File: src/rtl/lcd_bus_rx.sv
// Responder for an 8080-style 8-bit LCD write bus. It decodes commands and parameters,
// tracks the CASET/PASET window and emits RGB565 pixels; tearing output via LCD_BUS_RX_FMARK_EN.
module lcd_bus_rx #(
    parameter int SYNC_STAGES = 2,
    parameter int DEFAULT_EC  = 239,
    parameter int DEFAULT_EP  = 319,
    parameter int FMARK_LEN   = 16
) (
    input  logic        i_clk,
    input  logic        i_reset,
    input  logic [7:0]  i_lcd_data,
    input  logic        i_lcd_rs,
    input  logic        i_lcd_wr,
    output logic        o_cmd_valid,
    output logic [7:0]  o_cmd,
    output logic        o_param_valid,
    output logic [7:0]  o_param,
    output logic [3:0]  o_param_idx,
    output logic        o_pixel_valid,
    output logic [15:0] o_pixel_data,
    output logic [8:0]  o_pixel_x,
    output logic [8:0]  o_pixel_y,
    output logic        o_frame_start,
    output logic        o_lcd_fmark
);

    localparam int NS = (SYNC_STAGES < 2) ? 2 : SYNC_STAGES;

    typedef enum logic [1:0] {ST_IDLE, ST_PARAM, ST_PIXEL} state_t;

    // Each stage carries {wr, rs, data}; wr resets high so an idle bus makes no event.
    for (genvar gi = 0; gi < NS; gi++) begin : gen_sync
        logic [9:0] stage_q;
        always_ff @(posedge i_clk) begin
            if (i_reset) begin
                stage_q <= 10'h200;
            end else if (gi == 0) begin
                stage_q <= {i_lcd_wr, i_lcd_rs, i_lcd_data};
            end else begin
                stage_q <= gen_sync[(gi == 0) ? 0 : gi - 1].stage_q;
            end
        end
    end

    logic [9:0] sync_w;
    assign sync_w = gen_sync[NS-1].stage_q;

    logic       wr_prev_q;
    logic       ev_q;
    logic       ev_rs_q;
    logic [7:0] ev_data_q;

    always_ff @(posedge i_clk) begin
        if (i_reset) begin
            wr_prev_q <= 1'b1;
            ev_q      <= 1'b0;
            ev_rs_q   <= 1'b0;
            ev_data_q <= 8'h00;
        end else begin
            wr_prev_q <= sync_w[9];
            ev_q      <= sync_w[9] & ~wr_prev_q;
            ev_rs_q   <= sync_w[8];
            ev_data_q <= sync_w[7:0];
        end
    end

    state_t     state_q;
    logic [3:0] idx_q;
    logic [8:0] shadow_s_q;
    logic       shadow_e_hi_q;
    logic [8:0] sc_q, ec_q, sp_q, ep_q;
    logic [8:0] x_q, y_q;
    logic       hi_phase_q;
    logic [7:0] pix_hi_q;
    logic       is_addr_cmd;
    logic [8:0] end_w;

    assign is_addr_cmd = (o_cmd == 8'h2A) || (o_cmd == 8'h2B);
    assign end_w       = {shadow_e_hi_q, ev_data_q};

`ifdef LCD_BUS_RX_FMARK_EN
    localparam int FW = $clog2(FMARK_LEN + 1);
    logic          te_en_q;
    logic [FW-1:0] fmark_cnt_q;
    logic          fmark_q;
    assign o_lcd_fmark = fmark_q;
`else
    assign o_lcd_fmark = 1'b0;
`endif

    always_ff @(posedge i_clk) begin
        if (i_reset) begin
            state_q       <= ST_IDLE;
            idx_q         <= 4'd0;
            shadow_s_q    <= 9'd0;
            shadow_e_hi_q <= 1'b0;
            sc_q          <= 9'd0;
            ec_q          <= 9'(DEFAULT_EC);
            sp_q          <= 9'd0;
            ep_q          <= 9'(DEFAULT_EP);
            x_q           <= 9'd0;
            y_q           <= 9'd0;
            hi_phase_q    <= 1'b1;
            pix_hi_q      <= 8'h00;
            o_cmd_valid   <= 1'b0;
            o_cmd         <= 8'h00;
            o_param_valid <= 1'b0;
            o_param       <= 8'h00;
            o_param_idx   <= 4'd0;
            o_pixel_valid <= 1'b0;
            o_pixel_data  <= 16'h0000;
            o_pixel_x     <= 9'd0;
            o_pixel_y     <= 9'd0;
            o_frame_start <= 1'b0;
`ifdef LCD_BUS_RX_FMARK_EN
            te_en_q       <= 1'b0;
            fmark_cnt_q   <= '0;
            fmark_q       <= 1'b0;
`endif
        end else begin
            o_cmd_valid   <= 1'b0;
            o_param_valid <= 1'b0;
            o_pixel_valid <= 1'b0;
            o_frame_start <= 1'b0;
`ifdef LCD_BUS_RX_FMARK_EN
            fmark_q <= (fmark_cnt_q != '0);
            if (fmark_cnt_q != '0) begin
                fmark_cnt_q <= fmark_cnt_q - 1'b1;
            end
`endif
            if (ev_q && !ev_rs_q) begin
                o_cmd_valid <= 1'b1;
                o_cmd       <= ev_data_q;
                idx_q       <= 4'd0;
                hi_phase_q  <= 1'b1;
                case (ev_data_q)
                    8'h2C: begin
                        x_q     <= sc_q;
                        y_q     <= sp_q;
                        state_q <= ST_PIXEL;
                    end
                    8'h3C:   state_q <= ST_PIXEL;
                    default: state_q <= ST_PARAM;
                endcase
`ifdef LCD_BUS_RX_FMARK_EN
                if (ev_data_q == 8'h35) te_en_q <= 1'b1;
                if (ev_data_q == 8'h34) te_en_q <= 1'b0;
`endif
            end else if (ev_q && state_q == ST_PARAM) begin
                o_param_valid <= 1'b1;
                o_param       <= ev_data_q;
                o_param_idx   <= idx_q;
                if (idx_q != 4'd15) idx_q <= idx_q + 4'd1;
                // Window only moves on the fourth byte and only if it is non-empty.
                if (is_addr_cmd) begin
                    case (idx_q)
                        4'd0: shadow_s_q[8]   <= ev_data_q[0];
                        4'd1: shadow_s_q[7:0] <= ev_data_q;
                        4'd2: shadow_e_hi_q   <= ev_data_q[0];
                        4'd3: begin
                            if (shadow_s_q <= end_w) begin
                                if (o_cmd == 8'h2A) begin
                                    sc_q <= shadow_s_q;
                                    ec_q <= end_w;
                                end else begin
                                    sp_q <= shadow_s_q;
                                    ep_q <= end_w;
                                end
                            end
                        end
                        default: ;
                    endcase
                end
            end else if (ev_q && state_q == ST_PIXEL) begin
                if (hi_phase_q) begin
                    pix_hi_q   <= ev_data_q;
                    hi_phase_q <= 1'b0;
                end else begin
                    hi_phase_q    <= 1'b1;
                    o_pixel_valid <= 1'b1;
                    o_pixel_data  <= {pix_hi_q, ev_data_q};
                    o_pixel_x     <= x_q;
                    o_pixel_y     <= y_q;
                    o_frame_start <= (x_q == sc_q) && (y_q == sp_q);
`ifdef LCD_BUS_RX_FMARK_EN
                    if (te_en_q && x_q == ec_q && y_q == ep_q) begin
                        fmark_cnt_q <= FW'(FMARK_LEN);
                    end
`endif
                    if (x_q == ec_q) begin
                        x_q <= sc_q;
                        y_q <= (y_q == ep_q) ? sp_q : y_q + 9'd1;
                    end else begin
                        x_q <= x_q + 9'd1;
                    end
                end
            end
        end
    end

endmodule

File: config.mk
export PLATFORM = sky130hd
export DESIGN_NAME = lcd_bus_rx
export DESIGN_NICKNAME = d
export VERILOG_FILES = /design/src/rtl/lcd_bus_rx.sv
export SDC_FILE = /design/constraint.sdc
export NUM_CORES = 1
export LEC_CHECK = 0
export BUFFER_PORTS_ARGS = -buffer_cell sky130_fd_sc_hd__buf_4
export CORE_UTILIZATION = 63
export DETAILED_ROUTE_END_ITERATION = 8
export HOLD_SLACK_MARGIN = 0.1
export PLACE_DENSITY = 0.92
export SLEW_MARGIN = 25
export SYNTH_ARGS = -nofsm -noshare
export SYNTH_HDL_FRONTEND = slang
export SYNTH_SLANG_ARGS = --single-unit
File: constraint.sdc
create_clock -name i_clk -period 5.75 [get_ports i_clk]
set_clock_uncertainty 0.05 [all_clocks]
set_input_delay 1.15 -clock i_clk [delete_from_list [all_inputs] [get_ports i_clk]]
set_output_delay 1.15 -clock i_clk [all_outputs]
set_load 0.02 [all_outputs]
Word level (Yosys, flattened, before mapping)

Index checks and enable logic that the tools add are counted.

Bits in registers: 168
Bits in latches: 0
Memory bits (writable): 0
Bits in read-only memories: 0
Input bits: 12
Output and inout bits: 59
Logic and storage cells: 99
Memories: 0

Add/sub/neg operators: 3
Multipliers: 0
Div/mod/pow operators: 0
Magnitude comparators: 1
Eq/ne operators: 17
Shifts and indexed selects: 0
Multiplexer cells: 17
Bitwise gates (word level): 7
Reduce and logical (&&, ||, !) cells: 25

Operators by type and width:

| operator                                               | number |
|---|---|
| two-way mux 9 bit                                      | 13 |
| == test 9 bit                                          | 4 |
| == test 8 x 6 -> 1 bit (second input constant)         | 4 |
| AND reduction 4 bit                                    | 6 |
| adder 9 x 1 -> 9 bit (second input constant)           | 2 |
| AND reduction 6 bit                                    | 2 |
| <= comparator 9 bit                                    | 1 |
| == test 4 x 2 -> 1 bit (second input constant)         | 2 |
| NOT 1 bit                                              | 6 |
| AND reduction 2 bit                                    | 3 |
| AND reduction 5 bit                                    | 1 |
| OR reduction 5 bit                                     | 1 |
| adder 4 x 1 -> 4 bit (second input constant)           | 1 |
| == test 4 x 1 -> 1 bit (second input constant)         | 1 |
| logical AND 1 bit                                      | 4 |
| logical NOT 4 bit                                      | 1 |
| inequality test 2 x 1 -> 1 bit (second input constant) | 2 |
| inequality test 4 bit (second input constant)          | 1 |
| nonzero test 2 bit                                     | 2 |
| OR reduction 2 bit                                     | 2 |
| OR reduction 4 bit                                     | 1 |
| two-way mux 1 bit                                      | 3 |
| == test 2 x 1 -> 1 bit (second input constant)         | 1 |
| == test 2 bit (second input constant)                  | 1 |
| 5 further kinds                                        | 5 |

Longest topological paths before layout

Gate-level depths: netlist (run 1).

Depth after elaboration: 7
Mapped depth: 11
Mapped depth without buffers: 8

Worst setup path before layout (run 1)

OpenSTA, ideal clock, no wires.

Kind: reg2reg
Start: register ev_data_q[1]
End: register ec_q[8]
Setup time: 0.070 ns
Data arrival time: 2.329 ns
Required time: 5.630 ns
Path slack: 3.300 ns
Cell stages (with the launch flop): 12
Path buffers: 3
Clock period less this slack: 2.450 ns
Cell sequence: dfxtp_1 > clkbuf_1 > inv_1 > ha_1 > nor2b_1 > o21a_1 > o21a_1 > o21ai_0 > clkbuf_1 > clkbuf_1 > nand4b_1 > a21oi_1

Longest elaborated chain between the ends: 2

RTL lines:

| item                          | RTL line | text |
|---|---|---|
| from (decl)                   | 51       | `logic [7:0] ev_data_q;` |
| from (signal assigned)        | 63       | `ev_data_q <= sync_w[7:0];` |
| <= comparator 9 bit           | 161      | `if (shadow_s_q <= end_w) begin` |
| AND reduction 6 bit (no line) | --       |  |
| to (signal assigned)          | 98       | `ec_q <= 9'(DEFAULT_EC);` |
| to (signal assigned)          | 164      | `ec_q <= end_w;` |
| to (decl)                     | 71       | `logic [8:0] sc_q, ec_q, sp_q, ep_q;` |

Every way passes these cells.
A chain may end at the register's enable or synchronous reset.

Worst setup path after layout (run 1)

Start: register ev_q
End: register ec_q[7]

Longest elaborated chain between the ends: 3
Elaborated cells between the ends (all ways): 4
Classes of those cells: bitwise (1); reduce/logical (3)

RTL lines:

| item                              | RTL line | text |
|---|---|---|
| from (decl)                       | 49       | `logic ev_q;` |
| from (signal assigned)            | 61       | `ev_q <= sync_w[9] & ~wr_prev_q;` |
| logical AND 1 bit                 | 131      | `if (ev_q && !ev_rs_q) begin` |
| NOT 1 bit (no line)               | --       |  |
| AND reduction 6 bit (no line) (*) | --       |  |

Mark *: on every way between the ends. The rest lies on a longest branch, timed or not.

==> metrics.md, run 1 <==
| Metric | Value |
|---|---|
| Seq pwr share | `0.493` |
| TritonCTS clock tree | `done` |
| Crit path required time | `6070 ps` |
| Crit Path Class | `flop to flop` |
| CP max FO | `31` |
| VDD IR-drop max | `between 0.3 and 0.4 mV` |
| Capturing element type of the critical path | `flop` |
| Final Hold Fails | `0` |
| YS warnings | `0` |
| Port bufs | `69` |
| # hold bufs at CTS | `0` |
| Clk slew on worst S/H paths | `approximately 70 ps` |
| Status | `complete, no violations` |
| Die Span Y | `about 110 um` |
| Most common cell after layout, fill and taps aside | `dfxtp_1` |
| Filler cell count | `727` |
| Arrival @ worst endpoint | `approximately 3600 ps` |
| Synthesized area | `~7000 um^2` |
| Clock Latency Late Sink | `roughly 430 ps` |
| Io pins | `around 70` |
| EDFF count, synth | `0` |
| Setup violations, final | `0` |
| Final #Nets | `about 870` |
| Fin Setup TNS | `0 ps` |
| Detail Placement HPWL | `roughly 11 mm` |
| Startpoint types | `flop` |
| Period utilisation layout | `0.574` |
| Top FF cell, synth | `dfxtp_1` |
| Normalized max-slew margin | `0.329` |
| Min-delay src | `wr_prev_q$_SDFF_PP1_` |
| Post-Place Setup Slack | `between 2000 and 3000 ps` |
| #FFs+latches synth | `~170` |
| CTS root buf | `clkbuf_16` |
| GP Congestion | `0.905` |
| Core ar. | `roughly 11000 um^2` |
| Num CTS Buffers | `17` |
| Fraction of layout instances using a drive strength above 1 | `0.150` |
| Total power per unit cell area | `293 nW/um^2` |
| Die area | `between 10000 and 15000 um^2` |
| P_int | `roughly 1.8 mW` |
| Commonest non-fill, non-tap cells in the layout | `dfxtp_1 (168), nand2_1 (127), a21oi_1 (95)` |
| Static leakage | `3.02 nW` |
| Via count | `approximately 6100` |
| DRC | `0` |
| Die Wd | `roughly 110 um` |
| Drt total wl | `~18 mm` |
| Drt initial violations | `between 600 and 700` |
| Syn_nets | `845` |
| Actual slew at the worst max-slew pin | `just over 1000 ps` |
| Global-route wire length before repair | `roughly 28 mm` |
| Netlist cell types | `55` |
| Multi-input logic area | `3410 um^2` |
| Crit path from | `ev_q$_SDFF_PP0_` |
| Largest net degree at the start of global routing | `84` |
| CTS max path bufs | `2` |
| DRT Pass-1 Iters | `5` |
| Post-route setup slack | `between 2000 and 2500 ps` |
| Post-DRT Antenna Nets | `0` |
| Sequential share of the synthesized area | `0.472` |
| Async SR Flop Fraction | `0` |
| Worst min path class | `flop to flop` |
| FMAX | `between 300 and 400 MHz` |
| Number of global-route vias before repair | `a little under 6000` |
| Num Clock Sinks | `168` |
| P_sw | `slightly below 0.6 mW` |
| Final min period | `~3300 ps` |
| Area Growth Syn to Fin | `14.9%` |
| Net Sw Frac | `0.242` |
| RR Startpoint | `ev_q$_SDFF_PP0_` |
| MaxCap Viol Count | `0` |
| Starting Density | `0.651` |
| Combinational Power Share | `0.026` |
| Clock Power Share | `0.481` |
| Avg WL per Cell | `17.8 um` |
| Antenna violations before repair | `0` |
| Register area | `3360 um^2` |
| Pins Over Slew Limit | `0` |
| Htree depth | `4` |
| Vias per cell | `6.14` |
| Std cell rows | `38` |
| Syn avg cell area | `roughly 8.7 um^2` |
| Gr ovfl total | `0` |
| Mapped Cells | `about 820` |
| Number of cells upsized or downsized after cts | `0` |
| RSZ-0062 raised after global routing | `false` |
| Diode count | `0` |
| Global-route usage over all layers | `0.314` |
| Post-CTS setup buffers | `0` |
-- state kept, by name, indices dropped and copies added (netlist names), 9 cells and up --
| signal | cells |
|---|---|
| o_pixel_data | 16 |
| ec_q | 9 |
| ep_q | 9 |
| shadow_s_q | 9 |
| o_pixel_y | 9 |
| gen_sync.stage_q | 20 |
| sp_q | 9 |
| sc_q | 9 |
| o_pixel_x | 9 |
| y_q | 9 |
| x_q | 9 |
-- kinds of logic (layout without fill, tap and decap cells) --
kind of cell | after synthesis | after routing | share of synthesized area
compound gates | 181 | 181 | 0.154
xor+xnor | 39 | 39 | 0.0480
fa+ha+maj | 15 | 15 | 0.0264
buf+inv | 92 | 127 | 0.0513
flops | 168 | 168 | 0.472
mux | 26 | 26 | 0.0373
other cells | 1 | 1 | 0.000527
simple gates | 296 | 296 | 0.210
-- worst paths after layout --
kind | to | slack, ps | cells past startpoint
max | ec_q[7]$_SDFFE_PP1P_ | 2450 | 6
min | ev_q$_SDFF_PP0_ | 340 | 1
max reg2reg | ec_q[7]$_SDFFE_PP1P_ | 2450 | 6
min reg2reg | ev_q$_SDFF_PP0_ | 340 | 1
-- worst max-delay path, cell delays in order (launching register included) --
cell and delay [ps]:
dfxtp_1 430, nand3b_1 160, nor4b_1 320, and4_1 930
nand2b_1 600, nor2_1 540, a211o_1 210
-- power by group through the flow --
stage | sequential (mW) | clock, mW | combinational, mW
3_5_place_dp | 1.21 | 0 | 0.0607
5_1_grt | 1.18 | 1.21 | 0.0681
3_3_place_gp | 1.21 | 0 | 0.0593
4_1_cts | 1.18 | 1.15 | 0.0617
2_1_floorplan | 1.20 | 0 | 0.0511
6_report | 1.18 | 1.15 | 0.0633
-- layer usage --
metal  global-route usage  share of wire
met5                    0              0
met4                0.144          0.041
met3               0.0766          0.076
met2                0.517           0.48
met1                0.387           0.40
-- cells in the mapped netlist, types with 4 or more instances --
master	number	area [um^2]
a211o_1	7	61.3
a211oi_1	6	45.0
a21oi_1	95	475
and3_1	4	25.0
buf_2	13	65.1
clkbuf_1	56	210
dfxtp_1	168	3360
ha_1	15	188
inv_1	21	78.8
mux2_2	4	45.0
mux2i_1	22	220
nand2_1	127	477
nand3_1	18	90.1
nand4_1	24	150
nand4b_1	11	96.3
nor2_1	39	146
nor2b_1	30	188
nor3_1	11	55.1
nor4_1	5	31.3
o21a_1	10	75.1
o21ai_0	34	170
o31a_1	5	43.8
o32ai_1	6	52.6
or2_2	7	43.8
xnor2_1	22	193
xor2_1	17	149
-- final cells by class --
| cell class | instances | share of cell area |
|---|---|---|
| tap | 140 | 0.0214 |
| sequential | 168 | 0.411 |
| inverter | 21 | 0.00964 |
| multi-input combinational | 558 | 0.416 |
| clock buffer | 17 | 0.0520 |
| timing repair buffer | 74 | 0.0679 |
| clock inverter | 15 | 0.0214 |
-- per-stage QoR --
step	hold slack, ps	instances	total power, mW	util	cell area (um^2)
after floorplan	323	818	1.25	-	7120
after global placement	327	961	1.26	0.692	7570
after detailed placement	329	961	1.27	0.692	7570
after CTS	341	993	2.40	0.747	8170
after global routing	364	993	2.45	0.748	8180
final	339	993	2.39	0.748	8180
No activity file was read; power rests on OpenSTA's default activity.
==> run 2, diff against run 1 <==
CORE_UTILIZATION = 53   (was 63)
PLACE_DENSITY = 0.84   (was 0.92)
clock period = 2.7 ns   (was 5.75 ns; I/O delays follow)
==> run 2 against run 1 <==
Compared with the run above: fmax grew 32%; first-iteration DRC count shrank 9.2%; core utilization decreased by 10 points; non-clock buffer count increased by 21; worst setup slack worse by 2300 ps; combinational power increased to 2.6 times the previous value; cell count is 5.3% higher; critical path type unchanged; largest cell class unchanged; highest routed layer unchanged.
==> metrics.md, run 2 (synthesis results as in run 1) <==
| Metric | Value |
|---|---|
| Met3 usage | `0.0649` |
| Post-CTS setup buffers | `0` |
| Gr ovfl total | `0` |
| Reg2reg end | `ec_q[7]$_SDFFE_PP1P_` |
| Met1 usage | `0.319` |
| Setup violations, final | `0` |
| Design Area, Final | `between 8000 and 9000 um^2` |
| Fin Setup TNS | `0 ps` |
| MaxCap Viol Count | `0` |
| Status | `complete, no violations` |
| TritonCTS clock tree | `done` |
| Avg WL per Cell | `16.4 um` |
| Core ar. | `around 13000 um^2` |
| GR met2 Demand/Resource | `0.400` |
| Port bufs | `between 60 and 70` |
| R2R Setup Slk | `200 ps` |
| Final #Nets | `about 900` |
| DRC | `0` |
| Largest register FFs | `20` |
| RSZ-0062 raised after global routing | `false` |
| Worst setup path endpoint | `ec_q[7]$_SDFFE_PP1P_` |
| Static leakage | `roughly 3.1 nW` |
| Capturing element type of the critical path | `flop` |
| Fraction of layout instances using a drive strength above 1 | `0.169` |
| GRT busiest layer | `met2` |
| # hold bufs at CTS | `0` |
| Num Clock Sinks | `around 170` |
| Actual slew at the worst max-slew pin | `754 ps` |
| Final Hold Fails | `0` |
| Antenna violations before repair | `0` |
| Diode count | `0` |
| R2R cell count | `8` |
| CTS max path bufs | `2` |
| Global-route wire length before repair | `27.7 mm` |
| Placed Area | `~7800 um^2` |
| Drt total wl | `between 15 and 20 mm` |
| Die Span Y | `between 100 and 150 um` |
| VDD IR-drop max | `about 0.57 mV` |
| Pins Over Slew Limit | `0` |
| Filler cell count | `around 1000` |
| GP Congestion | `around 0.95` |
| Num CTS Buffers | `17` |
| Crit path required time | `~3000 ps` |
| Worst min path class | `primary input to flop` |
| Global-route usage over all layers | `0.247` |
| Final min period | `about 2500 ps` |
| Register with the most flip-flops | `gen_sync.stage_q` |
| Normalized max-slew margin | `0.495` |
| Commonest non-fill, non-tap cells in the layout | `dfxtp_1 (168), nand2_1 (127), a21oi_1 (95)` |
| Clk slew on worst S/H paths | `approximately 70 ps` |
| Die Wd | `around 120 um` |
| Largest net degree at the start of global routing | `54` |
| Startpoint types | `flop` |
| DRT Pass-1 Iters | `7` |
| Regs by FF count | `gen_sync.stage_q x20, o_pixel_data x16` |
| Vias per cell | `approximately 5.8` |
| RR Startpoint | `shadow_e_hi_q$_SDFFE_PP0P_` |
| Clock Latency Late Sink | `~420 ps` |
| Number of global-route vias before repair | `between 5000 and 6000` |
| Starting Density | `0.553` |
| Most common cell after layout, fill and taps aside | `dfxtp_1` |
| Htree depth | `4` |
| Number of cells upsized or downsized after cts | `0` |
| Via count | `6023` |
| FMAX | `roughly 400 MHz` |
| Crit path from | `shadow_e_hi_q$_SDFFE_PP0P_` |
| CP max FO | `14` |
| Io pins | `just over 70` |
| Area Growth Syn to Fin | `17.1%` |
| Detail Placement HPWL | `about 11 mm` |
| Die area | `13900 um^2` |
| Period utilisation layout | `0.926` |
| Arrival @ worst endpoint | `2760 ps` |
| Std cell rows | `around 40` |
| Total power per unit cell area | `just under 600 nW/um^2` |
| Crit Path Class | `flop to flop` |
| Drt initial violations | `621` |
| CTS root buf | `clkbuf_16` |
| Post-DRT Antenna Nets | `0` |
-- run 2: area by class of cell --
type                            instances  area [um^2]  share of cell area
Multi-Input combinational cell        558         3400               0.407
Clock inverter                         15          133              0.0159
Tap cell                              172          215              0.0258
Timing Repair Buffer                   95          726              0.0870
Inverter                               21         78.8             0.00946
Sequential cell                       168         3360               0.403
Clock buffer                           17          425              0.0510
-- run 2: how the worst min path moves through the flow --
stage | startpoint | endpoint | slack (ps) | depth (start not counted)
floorplan | wr_prev_q$_SDFF_PP1_ | ev_q$_SDFF_PP0_ | 320 | 1
global placement | wr_prev_q$_SDFF_PP1_ | ev_q$_SDFF_PP0_ | 340 | 1
global route | i_lcd_wr | gen_sync[0].stage_q[9]$_SDFF_PP1_ | 240 | 2
detailed placement | wr_prev_q$_SDFF_PP1_ | ev_q$_SDFF_PP0_ | 340 | 1
finish | i_lcd_wr | gen_sync[0].stage_q[9]$_SDFF_PP1_ | 250 | 2
CTS | i_lcd_wr | gen_sync[0].stage_q[9]$_SDFF_PP1_ | 240 | 2
-- run 2: layer usage --
layer  wire (um)  vias up
li1            -     2894
met1        7470     2837
met2        8030      266
met3        1340       26
met4         275        0
met5           0        -
-- run 2: stage by stage --
step | cells | power (mW) | hold WS [ps] | setup slack (ps) | utilization
2_1_floorplan | 818 | 2.66 | 323 | 250 | -
5_1_grt | 1046 | 5.09 | 242 | 62.2 | 0.647
3_3_place_gp | 1014 | 2.72 | 339 | 415 | 0.604
4_1_cts | 1046 | 4.98 | 243 | 242 | 0.647
6_report | 1046 | 4.96 | 252 | 199 | 0.647
3_5_place_dp | 1014 | 2.72 | 339 | 280 | 0.604
-- run 2: report_power, final --
part / switching [mW] / leakage, nW / total (mW) / internal, mW
registers: 0.00825 / 1.36 / 2.50 / 2.50
clock network: 1.07 / 0.275 / 2.29 / 1.22
logic: 0.112 / 1.47 / 0.167 / 0.0548
-- run 2: worst max-delay path, stage by stage, from the launching register on --
cell     delay [ps]
dfxtp_1         390
inv_1            60
ha_1            320
nand4_1         130
nor2_1          190
o21a_1          180
o21a_1          480
nor2_1          250
a211o_1         340
